===== config.mk =====
export PLATFORM = sky130hd
export DESIGN_NAME = pipe_loader_flat
export DESIGN_NICKNAME = d
export VERILOG_FILES = /design/src/rtl/pipe_loader_if.sv /design/src/rtl/pipe_loader.sv /design/src/flat_wrapper.sv
export SDC_FILE = /design/constraint.sdc
export NUM_CORES = 1
export LEC_CHECK = 0
export BUFFER_PORTS_ARGS = -buffer_cell sky130_fd_sc_hd__buf_2
export CAP_MARGIN = 0
export CORE_UTILIZATION = 35
export CTS_CLUSTER_SIZE = 40
export DETAILED_ROUTE_END_ITERATION = 8
export GPL_ROUTABILITY_DRIVEN = 0
export REMOVE_ABC_BUFFERS = 1
export SYNTH_ARGS = -nofsm -noshare
export SYNTH_HDL_FRONTEND = slang
export SYNTH_SLANG_ARGS = --single-unit

===== constraint.sdc =====
create_clock -name clk -period 4 [get_ports clk]
set_clock_uncertainty 0.15 [all_clocks]
set_input_delay 0.2 -clock clk [delete_from_list [all_inputs] [get_ports clk]]
set_output_delay 0.2 -clock clk [all_outputs]
set_load 0.02 [all_outputs]

===== src/rtl/pipe_loader_if.sv =====
// pipe_loader_if: host byte stream and memory write ports of the program loader.
// master = host/bench side (drives the byte stream), slave = loader side.
interface pipe_loader_if #(
    parameter int IMEM_AW = 8,
    parameter int DMEM_AW = 8
);
    logic [7:0]         in_data;
    logic               in_valid;
    logic               in_ready;
    logic               imem_we;
    logic [IMEM_AW-1:0] imem_addr;
    logic [31:0]        imem_wdata;
    logic               dmem_we;
    logic [DMEM_AW-1:0] dmem_addr;
    logic [63:0]        dmem_wdata;
    logic               core_reset;
    logic               busy;
    logic               err;
    logic               ovf;

    modport master (
        output in_data, in_valid,
        input  in_ready, imem_we, imem_addr, imem_wdata,
               dmem_we, dmem_addr, dmem_wdata, core_reset, busy, err, ovf
    );

    modport slave (
        input  in_data, in_valid,
        output in_ready, imem_we, imem_addr, imem_wdata,
               dmem_we, dmem_addr, dmem_wdata, core_reset, busy, err, ovf
    );
endinterface


===== src/rtl/pipe_loader.sv =====
// pipe_loader: writes instruction/data memory from a host byte stream, then
// releases the 5-stage core from reset.
// Optional feature macro: LOADER_CHECKSUM_EN (XOR checksum byte after each load).
module pipe_loader #(
    parameter int IMEM_AW = 8,
    parameter int DMEM_AW = 8
) (
    input  logic          clk,
    input  logic          reset,
    pipe_loader_if.slave  bus
);

    typedef enum logic [2:0] {
        S_IDLE, S_CNT_LO, S_CNT_HI, S_DATA, S_WRITE, S_RUN
`ifdef LOADER_CHECKSUM_EN
        , S_CHK
`endif
    } state_t;

    state_t             r_state;
    state_t             w_next;
    logic               r_in_ready;
    logic               r_is_dmem;
    logic [7:0]         r_cnt_lo;
    logic [15:0]        r_remain;
    logic [2:0]         r_byte_idx;
    logic [63:0]        r_word;
    logic [IMEM_AW-1:0] r_inext;
    logic [DMEM_AW-1:0] r_dnext;
    logic [IMEM_AW-1:0] r_imem_addr;
    logic [31:0]        r_imem_wdata;
    logic [DMEM_AW-1:0] r_dmem_addr;
    logic [63:0]        r_dmem_wdata;
    logic               r_err;
    logic               r_ovf;
`ifdef LOADER_CHECKSUM_EN
    logic [7:0]         r_csum;
`endif

    logic               w_fire;
    logic               w_last_byte;
    logic               w_busy;
    logic               w_core_reset;
    logic               w_imem_we;
    logic               w_dmem_we;
    logic [63:0]        w_asm;

    assign w_fire      = bus.in_valid && r_in_ready;
    assign w_last_byte = (r_byte_idx == (r_is_dmem ? 3'd7 : 3'd3));

    // Current word with the incoming byte merged into its little-endian slot.
    always_comb begin
        w_asm = r_word;
        w_asm[{r_byte_idx, 3'b000} +: 8] = bus.in_data;
    end

    // State register.
    always_ff @(posedge clk or negedge reset) begin
        if (!reset) r_state <= S_IDLE;
        else        r_state <= w_next;
    end

    // Next-state decode and state-derived outputs.
    always_comb begin
        w_next       = r_state;
        w_busy       = 1'b0;
        w_core_reset = 1'b1;
        w_imem_we    = 1'b0;
        w_dmem_we    = 1'b0;
        case (r_state)
            S_IDLE: begin
                if (w_fire) begin
                    case (bus.in_data)
                        8'h01, 8'h02: w_next = S_CNT_LO;
                        8'h03:        w_next = S_RUN;
                        default:      w_next = S_IDLE;
                    endcase
                end
            end
            S_CNT_LO: begin
                w_busy = 1'b1;
                if (w_fire) w_next = S_CNT_HI;
            end
            S_CNT_HI: begin
                w_busy = 1'b1;
                if (w_fire) w_next = ({bus.in_data, r_cnt_lo} == 16'd0) ? S_IDLE : S_DATA;
            end
            S_DATA: begin
                w_busy = 1'b1;
                if (w_fire && w_last_byte) w_next = S_WRITE;
            end
            S_WRITE: begin
                w_busy    = 1'b1;
                w_imem_we = !r_is_dmem;
                w_dmem_we = r_is_dmem;
`ifdef LOADER_CHECKSUM_EN
                w_next = (r_remain == 16'd0) ? S_CHK : S_DATA;
`else
                w_next = (r_remain == 16'd0) ? S_IDLE : S_DATA;
`endif
            end
`ifdef LOADER_CHECKSUM_EN
            S_CHK: begin
                w_busy = 1'b1;
                if (w_fire) w_next = S_IDLE;
            end
`endif
            S_RUN: begin
                w_core_reset = 1'b0;
                if (w_fire && bus.in_data == 8'hFF) w_next = S_IDLE;
            end
            default: w_next = S_IDLE;
        endcase
    end

    // Byte assembly, address counters, write-port registers and sticky flags.
    always_ff @(posedge clk or negedge reset) begin
        if (!reset) begin
            r_in_ready   <= 1'b0;
            r_is_dmem    <= 1'b0;
            r_cnt_lo     <= '0;
            r_remain     <= '0;
            r_byte_idx   <= '0;
            r_word       <= '0;
            r_inext      <= '0;
            r_dnext      <= '0;
            r_imem_addr  <= '0;
            r_imem_wdata <= '0;
            r_dmem_addr  <= '0;
            r_dmem_wdata <= '0;
            r_err        <= 1'b0;
            r_ovf        <= 1'b0;
`ifdef LOADER_CHECKSUM_EN
            r_csum       <= '0;
`endif
        end else begin
            r_in_ready <= (w_next != S_WRITE);
            if (w_fire) begin
                case (r_state)
                    S_IDLE: begin
                        if (bus.in_data == 8'h01 || bus.in_data == 8'h02) begin
                            r_is_dmem  <= bus.in_data[1];
                            r_byte_idx <= '0;
                            r_inext    <= '0;
                            r_dnext    <= '0;
`ifdef LOADER_CHECKSUM_EN
                            r_csum     <= '0;
`endif
                        end else if (bus.in_data != 8'h03) begin
                            r_err <= 1'b1;
                        end
                    end
                    S_CNT_LO: r_cnt_lo <= bus.in_data;
                    S_CNT_HI: r_remain <= {bus.in_data, r_cnt_lo};
                    S_DATA: begin
                        r_word <= w_asm;
`ifdef LOADER_CHECKSUM_EN
                        r_csum <= r_csum ^ bus.in_data;
`endif
                        if (w_last_byte) begin
                            r_byte_idx <= '0;
                            r_remain   <= r_remain - 16'd1;
                            if (r_is_dmem) begin
                                r_dmem_addr  <= r_dnext;
                                r_dmem_wdata <= w_asm;
                                r_dnext      <= r_dnext + 1'b1;
                                if (&r_dnext) r_ovf <= 1'b1;
                            end else begin
                                r_imem_addr  <= r_inext;
                                r_imem_wdata <= w_asm[31:0];
                                r_inext      <= r_inext + 1'b1;
                                if (&r_inext) r_ovf <= 1'b1;
                            end
                        end else begin
                            r_byte_idx <= r_byte_idx + 3'd1;
                        end
                    end
`ifdef LOADER_CHECKSUM_EN
                    S_CHK: if (bus.in_data != r_csum) r_err <= 1'b1;
`endif
                    default: ;
                endcase
            end
        end
    end

    assign bus.in_ready   = r_in_ready;
    assign bus.imem_we    = w_imem_we;
    assign bus.imem_addr  = r_imem_addr;
    assign bus.imem_wdata = r_imem_wdata;
    assign bus.dmem_we    = w_dmem_we;
    assign bus.dmem_addr  = r_dmem_addr;
    assign bus.dmem_wdata = r_dmem_wdata;
    assign bus.core_reset = w_core_reset;
    assign bus.busy       = w_busy;
    assign bus.err        = r_err;
    assign bus.ovf        = r_ovf;

endmodule

===== src/flat_wrapper.sv =====
// flat-port wrapper written by rule: the top's interface ports become plain ports
module pipe_loader_flat 
#(
    parameter int IMEM_AW = 8,
    parameter int DMEM_AW = 8
)
  (clk, reset, bus_in_data, bus_in_valid, bus_in_ready, bus_imem_we, bus_imem_addr, bus_imem_wdata, bus_dmem_we, bus_dmem_addr, bus_dmem_wdata, bus_core_reset, bus_busy, bus_err, bus_ovf);
  pipe_loader_if #(.IMEM_AW(IMEM_AW), .DMEM_AW(DMEM_AW)) bus_i ();
  input  logic clk;
  input  logic reset;
  input wire logic [$bits(bus_i.in_data)-1:0] bus_in_data;
  input wire logic [$bits(bus_i.in_valid)-1:0] bus_in_valid;
  output wire logic [$bits(bus_i.in_ready)-1:0] bus_in_ready;
  output wire logic [$bits(bus_i.imem_we)-1:0] bus_imem_we;
  output wire logic [$bits(bus_i.imem_addr)-1:0] bus_imem_addr;
  output wire logic [$bits(bus_i.imem_wdata)-1:0] bus_imem_wdata;
  output wire logic [$bits(bus_i.dmem_we)-1:0] bus_dmem_we;
  output wire logic [$bits(bus_i.dmem_addr)-1:0] bus_dmem_addr;
  output wire logic [$bits(bus_i.dmem_wdata)-1:0] bus_dmem_wdata;
  output wire logic [$bits(bus_i.core_reset)-1:0] bus_core_reset;
  output wire logic [$bits(bus_i.busy)-1:0] bus_busy;
  output wire logic [$bits(bus_i.err)-1:0] bus_err;
  output wire logic [$bits(bus_i.ovf)-1:0] bus_ovf;
  assign bus_i.in_data = bus_in_data;
  assign bus_i.in_valid = bus_in_valid;
  assign bus_in_ready = bus_i.in_ready;
  assign bus_imem_we = bus_i.imem_we;
  assign bus_imem_addr = bus_i.imem_addr;
  assign bus_imem_wdata = bus_i.imem_wdata;
  assign bus_dmem_we = bus_i.dmem_we;
  assign bus_dmem_addr = bus_i.dmem_addr;
  assign bus_dmem_wdata = bus_i.dmem_wdata;
  assign bus_core_reset = bus_i.core_reset;
  assign bus_busy = bus_i.busy;
  assign bus_err = bus_i.err;
  assign bus_ovf = bus_i.ovf;
  pipe_loader #(.IMEM_AW(IMEM_AW), .DMEM_AW(DMEM_AW)) u_core (.clk(clk), .reset(reset), .bus(bus_i));
endmodule

==> results of run 1 <==
## power breakdown
part	leakage [µW]	switching (µW)	total [µW]	internal (µW)
Clock	0.000403	894	2220	1330
Combinational	0.00222	1150	1840	687
Sequential	0.00307	273	2910	2630
Total	0.00569	2320	6970	4650
## path summary, 6_finish.rpt
check,startpoint,endpoint,slack [ns],depth (start not counted)
worst max-delay path,u_core.r_byte_idx[0],u_core.r_word[17],0.91,7
worst min-delay path,bus_in_data[2],u_core.bus.dmem_wdata[58],0.02,3
worst max register to register,u_core.r_byte_idx[0],u_core.r_word[17],0.91,7
worst min register to register,u_core.bus.imem_addr[5],u_core.bus.imem_addr[5],0.32,2
max in group asynchronous,reset,u_core.bus.imem_wdata[13],2.54,3
min in group asynchronous,reset,u_core.bus.imem_wdata[2],0.13,2
## layer usage
layer	part of all wire	GRT usage	up-vias	wire length, µm
li1	-	-	3729	-
met1	0.49	0.244	3705	12000
met2	0.45	0.267	191	11000
met3	0.048	0.0274	33	1190
met4	0.017	0.0400	0	429
met5	0	0	-	0
## registers in the layout, summed over array words and instances (netlist names), 8 cells and up
register / cells
u_core.bus.imem_wdata: 32
u_core.bus.dmem_wdata: 64
u_core.bus.imem_addr: 8
u_core.r_dnext: 8
u_core.r_remain: 16
u_core.bus.dmem_addr: 8
u_core.r_cnt_lo: 8
u_core.r_word: 64
u_core.r_inext: 8
## placed cells by master (no fill, tap or decap), types with 25 or more instances in the layout
cell type / count
a21oi_1: 90
mux2_2: 43
nand2_1: 139
mux2i_1: 36
clkbuf_16: 25
buf_2: 128
o21ai_0: 76
o21ai_1: 34
dfrtp_1: 226
nor2_1: 112
## cells in the mapped netlist (6+ instances only)
master	count	share of area
nand2b_1	17	0.011
and2_1	12	0.0074
nand2_1	140	0.052
mux2i_1	36	0.036
buf_2	33	0.016
and3_1	8	0.0050
nor2_1	112	0.042
clkbuf_1	28	0.010
a22o_1	6	0.0052
ha_1	9	0.011
or4_1	6	0.0045
mux2_2	43	0.048
nand3_1	23	0.011
a31oi_1	20	0.012
nor3_1	15	0.0074
inv_1	7	0.0026
o21ai_1	34	0.017
dfrtp_1	226	0.56
a21oi_1	90	0.045
nand4_1	13	0.0081
o21ai_0	76	0.038
## kinds of logic (layout without fill, tap and decap cells)
family,Yosys count,count (layout),synth area share
simple gates,374,374,0.169
compound gates,248,248,0.134
mux,79,79,0.0838
buf+inv,79,200,0.0374
xor+xnor,3,3,0.00261
fa+ha+maj,9,9,0.0112
flops,226,226,0.561
## through the flow
step	setup TNS (ns)	std cells	setup slack (ns)	cell area, µm²	hold slack, ns
floorplan	-426.11	946	-6.28	9730	-0.246
global placement	0	1466	1.04	11000	0.157
detailed placement	0	1466	0.930	11000	0.161
CTS	0	1517	0.916	11900	0.0124
global route	0	1517	0.631	11900	0.0303
finish	0	1517	0.905	11900	0.0241
## critical path: cells and delay by family, from the launching register on
| kind | cells | cell delay [ns] |
|---|---|---|
| AND/OR/NAND/NOR | 2 | 1.13 |
| adder cells (fa/ha/maj) | 1 | 0.67 |
| AO/OA/AOI/OAI | 1 | 0.21 |
| buffers and inverters | 2 | 0.37 |
| flip-flops | 1 | 0.35 |
| multiplexers | 1 | 0.11 |
## timing repair
item                                    in CTS  in global routing
hold endpoints to repair                   112                  0
hold buffers                                 6                  0
endpoints found under the setup margin       0                  0
## layout make-up
type	count	area (µm²)	share of cell area
multi-input cells	713	4070	0.343
well taps	378	473	0.0398
clock buffers	41	786	0.0662
inverters	7	26.3	0.00221
flip-flops and latches	226	5660	0.476
repair buffers	148	838	0.0706
clock inverters	4	20.0	0.00169
==> impl_metrics.toml, run 1 <==
[synth]
synth-edff-count = 0
ys.warnings.count = 0
async_flop_share = 1.00
postSynthCellCount = 1018
syn_area_mm2 = 0.0101
ys.flop_type = "dfrtp_1"
synth_seq_cells = 226
yosysSeqAreaShare = 0.561
avgSynthCellArea_um2 = 9.90
ys_types = 48

[timing]
hold_violations = 0
worst_slew_pin_slew_ns = 1.13
period_share = 0.774
relSlewSlack = 0.246
final_max_slew_viol_count = 0
max_freq_ghz = 0.323
period_needed_ns = 3.09
setup_violations = 0
rsz0062_at_grt = "no"

[floorplan]
die_x_um = 172
io_pins = 130
dieArea_mm2 = 0.0295
start_util = 0.359
rows = 61
die_h_um = 172
core_mm2 = 0.0281

[clock_network]
clock_latency_ns = 0.51
cts_sinks = 226
post_cts_buffers = 0
cts-resized-gates = 0
clkTransAtPathRegs_ns = 0.06
htreeDepth = 1
clock_tree.root_cell = "clkbuf_16"
cts_buffers = 25
cts_buffer_depth = 3
cts_tree = "yes"

[status]
status = "completed"

[global_route]
grt_pass1_wl_um = 39700
grt_pass1_vias = 7211
grt_use_total = 0.170
grt_max_degree = 138
overflow = 0
antenna_found_initial = 0

[power_and_ir_drop]
worst_ir_drop_vdd_uv = 275
finalPower_uw = 6970
p_leak_uw = 0.00569
power.density_mw_per_mm2 = 587

[route]
first_pass_iters = 5
post_drt_wl_per_cell_um = 16.3
vias_per_cell = 5.05
ant_nets = 0
drcViolationCount = 0
drt-total-wl_um = 24700
drt_first_iter_violations = 493
num_vias = 7658

[worst_hold_path]
hold_class = "input port to flip-flop"

[critical_path]
worst_setup_path_start_kind = "flip-flop"
slowest_stage = "nor3b_1"
arrival_ns = 3.36
cp_slowest_stage_delay_ns = 0.85
worstSetupPathType = "flip-flop to flip-flop"
worstPathCellList = "buf_4 > inv_1 > ha_1 > nor3b_1 > and2_1 > mux2i_1 > o21ai_0"
cp_max_fo = 24
worstPathRequired_ns = 4.27
endpoint_kind = "flip-flop"

[layout]
nNetsFinal = 1141
drive_gt1_frac = 0.209
fill_cells = 2794
area_growth_pct = 17.8
finalCoreUtilization = 0.423
antenna_cells = 0

[placed_design]
place_hpwl_um = 15700
numPortBuffers = 129

[run]
drv_cap = 0
(Power assumes the default switching activity.)
==> run 2, diff against run 1 <==
==> constraint.sdc (replaced) <==
create_clock -name clk -period 2.75 [get_ports clk]
set_clock_uncertainty 0.15 [all_clocks]
set_input_delay 0.1375 -clock clk [delete_from_list [all_inputs] [get_ports clk]]
set_output_delay 0.1375 -clock clk [all_outputs]
set_load 0.02 [all_outputs]
==> run 2 against run 1 <==
Effect of this change:
- clock power increased by 56%
- clock-buffer cell count fell by 7
- die area stayed put
- largest cell class unchanged
==> impl_metrics.toml, run 2 (synthesis results as in run 1) <==
[global_route]
grt_use_total = 0.172
overflow = 0
grt_max_degree = 85
antenna_found_initial = 1
grt_pass1_vias = 7307
grt_pass1_wl_um = 40000

[critical_path]
cp_slowest_stage_delay_ns = 0.41
rr_endpoint = "u_core.bus.dmem_wdata[5]"
crit_cells = 7
crit_start = "u_core.r_byte_idx[1]"
ff2ff_setup_slack_ns = 0.17
worst-path-buf-inv = 1
endpoint_kind = "flip-flop"
crit_top_cell = "ha_1"
arrival_ns = 2.83
worst_setup_path_start_kind = "flip-flop"
slowest_stage = "ha_1"
worstSetupPathType = "flip-flop to flip-flop"
worstPathCellList = "inv_1 > ha_1 > ha_1 > nor3b_1 > nand2_1 > mux2i_1 > a21oi_1"
worstPathRequired_ns = 3.00
cp_max_fo = 8
cp-endpoint = "u_core.bus.dmem_wdata[5]"
r2r_cells = 7
cpLargestDelayFamily = "simple AND/OR/NAND/NOR gates"
rr_startpoint = "u_core.r_byte_idx[1]"

[clock_network]
clkTransAtPathRegs_ns = 0.06
post_cts_buffers = 0
clock_tree.root_cell = "clkbuf_16"
cts_sinks = 226
cts_buffer_depth = 3
htreeDepth = 1
cts_tree = "yes"
clock_latency_ns = 0.52
cts_buffers = 25

[timing]
setup_violations = 0
period_share = 0.940
fin_setup_tns_ns = 0
whs_ns = 0.0308
relSlewSlack = 0.448
worst_slew_pin_slew_ns = 0.827
hold_violations = 0
rsz0062_at_grt = "no"
period_needed_ns = 2.58
final_max_slew_viol_count = 0
max_freq_ghz = 0.387

[floorplan]
die_x_um = 172
io_pins = 130
rows = 61
die_h_um = 172
dieArea_mm2 = 0.0295
start_util = 0.359
core_mm2 = 0.0281

[power_and_ir_drop]
worst_ir_drop_vdd_uv = 404
p_switching_uw = 3460
p_seq_frac = 0.402
pwr-share-comb = 0.267
internal-power_uw = 7040
swShare = 0.329
clockPowerShare = 0.331
power.density_mw_per_mm2 = 866
p_leak_uw = 0.00581

[layout]
final_common_cell = "dfrtp_1"
fill_cells = 2789
layout_common_cells = "226 x dfrtp_1, 139 x nand2_1, 128 x buf_2"
area_growth_pct = 20.3
final_cells = 1539
drive_gt1_frac = 0.221
nNetsFinal = 1162

[route]
post_drt_wl_per_cell_um = 16.3
first_pass_iters = 5
ant_nets = 0
drt_first_iter_violations = 447
drt-total-wl_um = 25100
vias_per_cell = 5.04
num_vias = 7757
drcViolationCount = 0

[run]
drv_cap = 0

[status]
status = "completed"

[placed_design]
place_hpwl_um = 16400
numPortBuffers = 129
dp.cells = 1484

[worst_hold_path]
hold_class = "input port to flip-flop"
==> run 2: cell types whose count changed in the layout (fill, tap and decap cells not counted), moves of 2 or more <==
cell / delta
dlygate4sd3_1: +3
buf_4: +15
clkinvlp_4: +2
buf_12: +3
bufinv_16: +4
clkbuf_8: -7
==> run 2: metal layers <==
metal	share of wire	GRT usage
met1	0.47	0.243
met2	0.44	0.267
met3	0.060	0.0366
met4	0.022	0.0470
met5	0	0
==> run 2: metrics by stage <==
stage | power, µW | util | instance area, µm² | setup WS, ns
6_report | 10500 | 0.432 | 12100 | 0.166
5_1_grt | 11100 | 0.432 | 12100 | 0.0293
4_1_cts | 10600 | 0.432 | 12100 | 0.162
3_5_place_dp | 7070 | 0.398 | 11200 | 0.173
3_3_place_gp | 7010 | 0.398 | 11200 | 0.235
2_1_floorplan | 6050 | - | 9730 | -7.53
==> run 2: layout make-up <==
type	instances	area (µm²)	area share
Sequential cell	226	5660	0.467
Multi-Input combinational cell	713	4070	0.336
Timing Repair Buffer	169	1040	0.0859
Clock buffer	34	689	0.0569
Tap cell	378	473	0.0390
Clock inverter	11	164	0.0135
Inverter	7	26.3	0.00217
Antenna cell	1	2.50	0.000206
==> run 2: power groups by stage <==
stage,Combinational (µW),Clock [µW],Sequential (µW)
5_1_grt,3110,3680,4280
3_5_place_dp,2800,0,4270
2_1_floorplan,1690,0,4360
6_report,2810,3470,4220
3_3_place_gp,2760,0,4250
4_1_cts,2830,3560,4210
==> run 2: repair_timing <==
action                                  CTS  global route
hold endpoints to repair                172             0
gates resized for setup                   0             0
endpoints found under the setup margin    0             0
hold buffers                              9             0
==> run 2: worst min-delay path by stage <==
stage	slack [ns]	to	cells after the start	start
finish	0.03	u_core.r_byte_idx[0]	5	bus_in_valid
floorplan	-0.31	u_core.bus.dmem_addr[0]	0	reset
global placement	0.04	u_core.bus.imem_wdata[2]	1	reset
detailed placement	0.04	u_core.bus.imem_wdata[2]	1	reset
global route	0.08	u_core.r_byte_idx[0]	5	bus_in_valid
CTS	0.02	u_core.r_byte_idx[0]	5	bus_in_valid
==> run 2: worst register-to-register path, cell delays in order (launching register included) <==
cell and delay, ns:
dfrtp_1 0.39, inv_1 0.09, ha_1 0.19, ha_1 0.41, nor3b_1 0.38, nand2_1 0.40
mux2i_1 0.34, a21oi_1 0.10
==> run 3, diff against run 2 <==
--- a/config.mk
+++ b/config.mk
@@ -7,10 +7,11 @@
 export LEC_CHECK = 0
 export BUFFER_PORTS_ARGS = -buffer_cell sky130_fd_sc_hd__buf_2
 export CAP_MARGIN = 0
-export CORE_UTILIZATION = 35
+export CORE_UTILIZATION = 52
 export CTS_CLUSTER_SIZE = 40
 export DETAILED_ROUTE_END_ITERATION = 8
 export GPL_ROUTABILITY_DRIVEN = 0
+export PLACE_DENSITY = 0.76
 export REMOVE_ABC_BUFFERS = 1
 export SYNTH_ARGS = -nofsm -noshare
 export SYNTH_HDL_FRONTEND = slang
==> run 3 against run 2 <==
Effect of this change:
- utilization is 20 points higher
- clock-buffer cell count is 3 higher
- sequential power hardly changed
- clock power is 6.9% lower
- critical path depth stayed put
- via count is 1.3% higher
- worst setup slack worse by 0.053 ns
- first-iteration DRC count is 32% higher
- wire length is 6.2% lower
- die area is 32% lower
- final cell count is 8.0% lower
- critical endpoint unchanged
- largest power group unchanged
==> impl_metrics.toml, run 3 (synthesis results as in run 1) <==
[status]
status = "completed"

[run]
drv_cap = 0

[critical_path]
cp_slowest_stage_delay_ns = 0.49
worst_setup_path_start_kind = "flip-flop"
worstSetupPathType = "flip-flop to flip-flop"
cpLargestDelayFamily = "simple AND/OR/NAND/NOR gates"
crit_top_cell = "ha_1"
worstPathCellList = "inv_1 > ha_1 > ha_1 > nor3b_1 > nand2_2 > mux2i_1 > a21oi_1"
endpoint_kind = "flip-flop"
worst-path-buf-inv = 1
arrival_ns = 2.87
worstPathRequired_ns = 2.98
slowest_stage = "dfrtp_1"
cp_max_fo = 8

[floorplan]
start_util = 0.535
die_h_um = 141
dieArea_mm2 = 0.0199
io_pins = 130
die_x_um = 141
core_mm2 = 0.0188
rows = 50

[layout]
nNetsFinal = 1159
fill_cells = 1550
drive_gt1_frac = 0.218
final_common_cell = "dfrtp_1"
finalCoreUtilization = 0.631
area_growth_pct = 18.0
layout_common_cells = "226 x dfrtp_1, 138 x nand2_1, 128 x buf_2"
final_cells = 1416
antenna_cells = 0

[power_and_ir_drop]
worst_ir_drop_vdd_uv = 640
swShare = 0.332
p_leak_uw = 0.00578
p_switching_uw = 3400
pwr-share-comb = 0.270
internal-power_uw = 6850
finalPower_uw = 10200
power.density_mw_per_mm2 = 861
clockPowerShare = 0.315
p_seq_frac = 0.414

[global_route]
grt_pass1_vias = 7467
grt_max_degree = 78
grt_use_total = 0.241
antenna_found_initial = 0
grt_pass1_wl_um = 38400
overflow = 0

[route]
post_drt_wl_per_cell_um = 16.7
drcViolationCount = 0
first_pass_iters = 5
vias_per_cell = 5.55
ant_nets = 0
num_vias = 7859
drt-total-wl_um = 23600
drt_first_iter_violations = 591

[clock_network]
cts_sinks = 226
cts_tree = "yes"
clock_latency_ns = 0.51
cts_buffer_depth = 3
htreeDepth = 1
clkTransAtPathRegs_ns = 0.06
clock_tree.root_cell = "clkbuf_16"
cts_buffers = 24

[timing]
final_max_slew_viol_count = 0
rsz0062_at_grt = "yes"
period_needed_ns = 2.64
period_share = 0.959
max_freq_ghz = 0.379
setup_violations = 0
relSlewSlack = 0.598
setup_slack_ns = 0.113
worst_slew_pin_slew_ns = 0.602
hold_violations = 0

[placed_design]
place_hpwl_um = 15300
dp_slack_ns = 0.0996
numPortBuffers = 129
dp.cells = 1363

[worst_hold_path]
hold_class = "input port to asynchronous set/reset pin"
[run 3: changes by cell type in the layout (fill, tap and decap cells not counted), sizes merged]
cell | before | now
clkbuf | 34 | 37
buf | 160 | 158
bufinv | 4 | 2
clkinvlp | 2 | 0
diode | 1 | 0
inv | 8 | 7
[run 3: worst paths after layout]
check,from,to,slack (ns),cells past startpoint
max in group asynchronous,reset,u_core.bus.imem_wdata[16],1.56,3
hold / removal,reset,u_core.bus.imem_wdata[4],0.02,2
setup / recovery,u_core.r_byte_idx[1],u_core.bus.dmem_wdata[5],0.11,7
min in group clk,bus_in_valid,u_core.r_byte_idx[0],0.05,5
hold reg to reg,u_core.bus.err,u_core.bus.err,0.30,1
setup reg to reg,u_core.r_byte_idx[1],u_core.bus.dmem_wdata[5],0.11,7
[run 3: layout make-up]
cell class / count / area [µm²] / area share
Tap cell: 260 / 325 / 0.0274
Sequential cell: 226 / 5660 / 0.476
Timing Repair Buffer: 167 / 1010 / 0.0852
Inverter: 7 / 26.3 / 0.00221
Multi-Input combinational cell: 713 / 4080 / 0.343
Clock inverter: 6 / 80.1 / 0.00673
Clock buffer: 37 / 711 / 0.0598
[run 3: timing repair]
item                       4_1_cts  5_1_grt
setup endpoints to repair        0       41
resized for setup                0        3
hold endpoints to repair       200        0
hold buffers                     9        0
buffers inserted                 0        1
[run 3: per-layer routing]
metal / up-vias / GRT usage / wire length (µm)
met5: - / 0 / 0
met4: 0 / 0.0721 / 607
met3: 44 / 0.0408 / 1380
met2: 233 / 0.378 / 10700
met1: 3806 / 0.346 / 10900
li1: 3776 / - / -
[run 3: power groups by stage]
stage,combinational [µW],clock (µW),sequential [µW]
finish,2770,3230,4240
global route,3050,3430,4300
CTS,2740,3290,4230
detailed placement,2710,0,4280
global placement,2640,0,4260
floorplan,1690,0,4360
[run 3: per-stage QoR]
step                      TNS [ns]  hold slack, ns  area, µm²
after floorplan            -552.17          -0.308       9730
after global placement           0        -0.00218      11000
after detailed placement         0        -0.00595      11000
after CTS                        0          0.0252      11900
after global routing        -0.205          0.0640      11900
final                            0          0.0210      11900
